`src/rtl/enigma_rotor_ctrl.sv`:
```
`default_nettype none
// ============================================================================
// Module   : enigma_rotor_ctrl
// Purpose  : Steps three rotor positions per 6-bit symbol and walks one shared
//            lookup port through A/B/C forward, reflector, C/B/A inverse.
//            Optional CHAR_COUNT_EN adds a completed-symbol counter output.
// Revision : 1.0  initial release
// ============================================================================
module enigma_rotor_ctrl #(
    parameter logic [5:0] NOTCH_A = 6'd63,
    parameter logic [5:0] NOTCH_B = 6'd63
) (
    input  logic        clk,
    input  logic        reset,
    input  logic        in_valid,
    output logic        in_ready,
    input  logic [5:0]  in_sym,
    output logic        out_valid,
    input  logic        out_ready,
    output logic [5:0]  out_sym,
    input  logic        cfg_we,
    input  logic [5:0]  cfg_pos_a,
    input  logic [5:0]  cfg_pos_b,
    input  logic [5:0]  cfg_pos_c,
    output logic [5:0]  pos_a,
    output logic [5:0]  pos_b,
    output logic [5:0]  pos_c,
    output logic [2:0]  tbl_sel,
    output logic [5:0]  tbl_addr,
`ifdef CHAR_COUNT_EN
    output logic [15:0] char_count,
`endif
    input  logic [5:0]  tbl_data
);

    typedef enum logic [3:0] {
        S_IDLE = 4'd0,
        S_STEP = 4'd1,
        S_L0   = 4'd2,
        S_L1   = 4'd3,
        S_L2   = 4'd4,
        S_L3   = 4'd5,
        S_L4   = 4'd6,
        S_L5   = 4'd7,
        S_L6   = 4'd8,
        S_DONE = 4'd9
    } state_t;

    state_t     r_state;
    state_t     w_state_next;
    logic [5:0] r_work;
    logic [5:0] w_work_next;
    logic [5:0] r_pos_a;
    logic [5:0] r_pos_b;
    logic [5:0] r_pos_c;
    logic [5:0] w_pos_a_next;
    logic [5:0] w_pos_b_next;
    logic [5:0] w_pos_c_next;
    logic [5:0] w_rot_pos;
    logic       w_lookup;

    always_ff @(posedge clk) begin
        if (reset) begin
            r_state <= S_IDLE;
            r_work  <= '0;
            r_pos_a <= '0;
            r_pos_b <= '0;
            r_pos_c <= '0;
        end else begin
            r_state <= w_state_next;
            r_work  <= w_work_next;
            r_pos_a <= w_pos_a_next;
            r_pos_b <= w_pos_b_next;
            r_pos_c <= w_pos_c_next;
        end
    end

    always_comb begin
        w_state_next = r_state;
        w_work_next  = r_work;
        w_pos_a_next = r_pos_a;
        w_pos_b_next = r_pos_b;
        w_pos_c_next = r_pos_c;
        w_rot_pos    = '0;
        w_lookup     = 1'b0;
        in_ready     = 1'b0;
        out_valid    = 1'b0;
        out_sym      = '0;
        tbl_sel      = 3'd7;
        tbl_addr     = '0;

        case (r_state)
            S_IDLE: begin
                // A configuration write pre-empts a symbol offered in the same cycle.
                in_ready = ~cfg_we;
                if (cfg_we) begin
                    w_pos_a_next = cfg_pos_a;
                    w_pos_b_next = cfg_pos_b;
                    w_pos_c_next = cfg_pos_c;
                end else if (in_valid) begin
                    w_work_next  = in_sym;
                    w_state_next = S_STEP;
                end
            end
            S_STEP: begin
                w_pos_a_next = r_pos_a + 6'd1;
                if ((r_pos_a == NOTCH_A) || (r_pos_b == NOTCH_B)) begin
                    w_pos_b_next = r_pos_b + 6'd1;
                end
                if (r_pos_b == NOTCH_B) begin
                    w_pos_c_next = r_pos_c + 6'd1;
                end
                w_state_next = S_L0;
            end
            S_L0: begin tbl_sel = 3'd0; w_rot_pos = r_pos_a; w_lookup = 1'b1; w_state_next = S_L1; end
            S_L1: begin tbl_sel = 3'd1; w_rot_pos = r_pos_b; w_lookup = 1'b1; w_state_next = S_L2; end
            S_L2: begin tbl_sel = 3'd2; w_rot_pos = r_pos_c; w_lookup = 1'b1; w_state_next = S_L3; end
            // The reflector is a lookup with a zero rotor offset.
            S_L3: begin tbl_sel = 3'd3; w_rot_pos = 6'd0;    w_lookup = 1'b1; w_state_next = S_L4; end
            S_L4: begin tbl_sel = 3'd4; w_rot_pos = r_pos_c; w_lookup = 1'b1; w_state_next = S_L5; end
            S_L5: begin tbl_sel = 3'd5; w_rot_pos = r_pos_b; w_lookup = 1'b1; w_state_next = S_L6; end
            S_L6: begin tbl_sel = 3'd6; w_rot_pos = r_pos_a; w_lookup = 1'b1; w_state_next = S_DONE; end
            S_DONE: begin
                out_valid = 1'b1;
                out_sym   = r_work;
                if (out_ready) begin
                    w_state_next = S_IDLE;
                end
            end
            default: w_state_next = S_IDLE;
        endcase

        if (w_lookup) begin
            tbl_addr    = r_work + w_rot_pos;
            w_work_next = tbl_data - w_rot_pos;
        end
    end

    assign pos_a = r_pos_a;
    assign pos_b = r_pos_b;
    assign pos_c = r_pos_c;

`ifdef CHAR_COUNT_EN
    logic [15:0] r_char_count;

    always_ff @(posedge clk) begin
        if (reset) begin
            r_char_count <= '0;
        end else if ((r_state == S_IDLE) && cfg_we) begin
            r_char_count <= '0;
        end else if ((r_state == S_DONE) && out_ready) begin
            r_char_count <= r_char_count + 16'd1;
        end
    end

    assign char_count = r_char_count;
`endif

endmodule
`default_nettype wire
```
`config.mk`:
```
export PLATFORM = sky130hd
export DESIGN_NAME = enigma_rotor_ctrl
export DESIGN_NICKNAME = d
export VERILOG_FILES = /design/src/rtl/enigma_rotor_ctrl.sv
export SDC_FILE = /design/constraint.sdc
export NUM_CORES = 1
export LEC_CHECK = 0
export CAP_MARGIN = 5
export CORE_MARGIN = 1.5
export CORE_UTILIZATION = 50
export DETAILED_ROUTE_END_ITERATION = 8
export GPL_ROUTABILITY_DRIVEN = 0
export PLACE_DENSITY = 0.89
export SYNTH_ARGS = -nofsm -noshare
export SYNTH_HDL_FRONTEND = slang
export SYNTH_SLANG_ARGS = --single-unit
```
`constraint.sdc`:
```
create_clock -name clk -period 4.15 [get_ports clk]
set_input_delay 0.415 -clock clk [delete_from_list [all_inputs] [get_ports clk]]
set_output_delay 0.415 -clock clk [all_outputs]
set_load 0.005 [all_outputs]
```
==> summary.md <==
| Metric | Value |
|---|---|
| Maximum clock frequency | `248 MHz` |
| Worst rel slew slack | `0.338` |
| Die Wd | `68.4 µm` |
| Die height | `68.4 µm` |
| I/O pin count | `70` |
| Htree depth | `1` |
| Synthesized Nets | `319` |
| Flops & latches, synth | `28` |
| Hold Vio Cnt, Final | `0` |
| Wire length per cell | `16.3 µm` |
| Outcome | `finished, final reports clean` |
| Vias/cell | `6.09` |
| Slew @ Worst Pin | `992 ps` |
| Post-synthesis sequential area ratio | `0.262` |
| CTS tree | `done` |
| Antenna-violating nets left | `0` |
| # setup viols final | `0` |
| Pre-CTS worst setup slack | `276 ps` |
| Largest net degree at the start of global routing | `30` |
| Pwr Total | `0.000909 W` |
| Post-synth EDFFs | `0` |
| Vias in the first global route | `2142` |
| Min Hold Slack | `554 ps` |
| Worst path required time | `3730 ps` |
| Area Overhead vs Synth | `36.5%` |
| TritonRoute pass-1 iters | `5` |
| Iter 0 DRT Violations | `230` |
| Reg power frac | `0.413` |
| Mapped cell area | `2140 µm²` |
| CP max stage cell | `a222oi_1` |
| Largest cells by area after synthesis | `dfxtp_1, ha_1, a21oi_1, nand2_1, nor2_1` |
| Post-synth top area share | `0.262` |
| GRT Util Overall | `0.268` |
| Internal Power | `0.000578 W` |
| Clk sinks | `28` |
| First-pass GRT wire length | `9610 µm` |
| Combinational group share of total power | `0.419` |
| Global route overflow | `0` |
| Syn Inst Count | `269` |
| Switching Power | `0.000330 W` |
| Worst-case clock buffer depth | `2` |
| Filler cells | `331` |
| Ys flop type | `dfxtp_1` |
| Critical path's largest stage delay | `510 ps` |
| Setup crit end kind | `output pin` |
| Post-route DRC | `0` |
| Synth cell types | `52` |
| Slew Viols, Final | `0` |
| Detailed Place HPWL | `4650 µm` |
| Worst-path cell chain | `xnor2_1 > nor3_2 > a222oi_1 > inv_1 > ha_1 > a211oi_2 > o21bai_1 > a21oi_1 > xnor3_1 > nor2_1 > clkdlybuf4s50_1` |
| Post-CTS Hold Fix Bufs | `0` |
| CP startpoint kind | `flip-flop` |
| Initial Util | `0.526` |
| Setup ws final | `119 ps` |
| Crit Path Max Fanout | `10` |
| Critical path type | `flip-flop to output pin` |
| Clock share of power | `0.167` |
| Clock-pin slew on the worst setup and hold paths | `100 ps` |
| Die ar. | `4670 µm²` |
| Final Cycle Share | `0.971` |
| Post-layout minimum cycle time | `4030 ps` |
| Core ar. | `4060 µm²` |
| Synth Warn # | `0` |
| Layout cells sized above 1 | `0.0695` |
| Synth async-reset ratio | `0` |
| Std-Cell Rows | `23` |
| Critical Path AT | `3620 ps` |
| HP Class | `flip-flop to flip-flop` |
| Skew final | `6.89 ps` |
| Initial antenna violation count | `0` |
| Layout Nets | `383` |
| Synth area leader | `dfxtp_1` |
| CTS Buf Count | `3` |
| Number of I/O port buffers | `69` |
| Vias | `2320` |
| Max VDD drop | `263 µV` |
| Diode count | `0` |
| Final WL | `6200 µm` |
| Max-cap violations | `0` |
| Root Buffer | `clkbuf_8` |
| Syn avg cell area | `7.94 µm²` |
| Skew-Pair Late Insertion Delay | `280 ps` |
| Net Sw Frac | `0.364` |
| Static Leak | `1.19 nW` |
| Power per cell area | `312 nW/µm²` |
[kinds of logic (layout without fill, tap and decap cells)]
family	count (synthesis)	in the layout	synth area share
muxes	7	7	0.0346
buffers and inverters	24	86	0.0486
adders and majority gates	15	15	0.0949
DFF	28	28	0.262
xor gates and xnor gates	10	10	0.0539
and+or+nand+nor	102	102	0.245
AOI/OAI and AO/OA	83	83	0.261
[power by group through the flow]
stage	combinational [W]	sequential, W	clock [W]
6_report	0.000381	0.000376	0.000152
5_1_grt	0.000418	0.000383	0.000166
4_1_cts	0.000376	0.000373	0.000153
3_5_place_dp	0.000373	0.000378	0
3_3_place_gp	0.000362	0.000377	0
2_1_floorplan	0.000242	0.000352	0
[critical path, delay by kind of cell, from the launching register on]
family	cells	cell delay, ps
adder cells (fa/ha/maj)	1	340
AO/OA/AOI/OAI	4	1120
XOR/XNOR	2	510
AND/OR/NAND/NOR	2	200
buffers and inverters	2	670
flip-flops	1	500
[synthesized netlist by cell type (2+ instances only)]
cell type and number:
o21a_1 4, dfxtp_1 28, nand3_1 7, and2_1 9, xor2_1 4, xnor3_1 2, nand2_1 27, a21o_1 7
ha_1 13, a31oi_1 4, nand3b_1 2, mux2i_1 4, a21oi_1 22, nor2b_1 2, o22ai_1 2, a311oi_1 3
fa_1 2, a211oi_1 11, or2_2 4, clkbuf_1 5, nor3b_1 3, a222oi_1 6, nor2_1 26, nand2b_1 3
or3_1 2, o21ai_0 12, buf_2 7, and3_1 2, inv_1 9, nor3_1 9, mux2_2 3, a221oi_1 2
xnor2_1 4
[layout make-up]
cell class                      count  area (µm²)  share of cell area
Clock buffer                        3        41.3              0.0142
Inverter                            9        33.8              0.0116
Timing Repair Buffer               74         728               0.250
Sequential cell                    28         563               0.193
Tap cell                           50        62.6              0.0215
Multi-Input combinational cell    217        1490               0.510
[repair_timing]
item,4_1_cts,5_1_grt
resized for setup,2,3
buffers inserted,0,2
cloned,0,0
endpoints found under the setup margin,1,1
pin swaps,0,1
[state kept, by name, summed over array words and instances, names as in the netlist]
name     flops
r_work       6
pos_a        6
pos_c        6
pos_b        6
r_state      4
[cells in the final DEF (no fill, tap or decap), types with 5 or more instances in the layout]
cell	instances
clkdlybuf4s50_1	69
nand2_1	27
nor2_1	26
dfxtp_1	26
a21oi_1	22
ha_1	13
o21ai_0	12
a211oi_1	10
inv_1	9
and2_1	9
nor3_1	8
a21o_1	7
nand3_1	7
a222oi_1	6
buf_4	5
[metal layers]
metal / global-route usage / up-vias / part of all wire
met3: 0.0510 / 10 / 0.057
met1: 0.325 / 1092 / 0.43
li1: - / 1117 / -
met5: 0 / - / 0
met2: 0.487 / 101 / 0.50
met4: 0.0600 / 0 / 0.012
[worst paths after layout]
| kind | start | end | slack [ps] | cells past startpoint |
|---|---|---|---|---|
| worst max-delay path | r_state[1] | tbl_addr[5] | 120 | 11 |
| worst min-delay path | pos_b[1] | pos_b[1] | 550 | 2 |
| worst max register to register | r_state[2] | r_work[4] | 1310 | 11 |
| worst min register to register | pos_b[1] | pos_b[1] | 550 | 2 |
[stage by stage]
step / TNS [ps] / util / std cells / cell area, µm²
5_1_grt: -14.3 / 0.718 / 381 / 2920
3_3_place_gp: 0 / 0.700 / 376 / 2840
2_1_floorplan: 0 / - / 269 / 2140
3_5_place_dp: 0 / 0.700 / 376 / 2840
6_report: 0 / 0.718 / 381 / 2920
4_1_cts: 0 / 0.712 / 379 / 2890
Note: power is estimated with default switching activity, not from simulation.
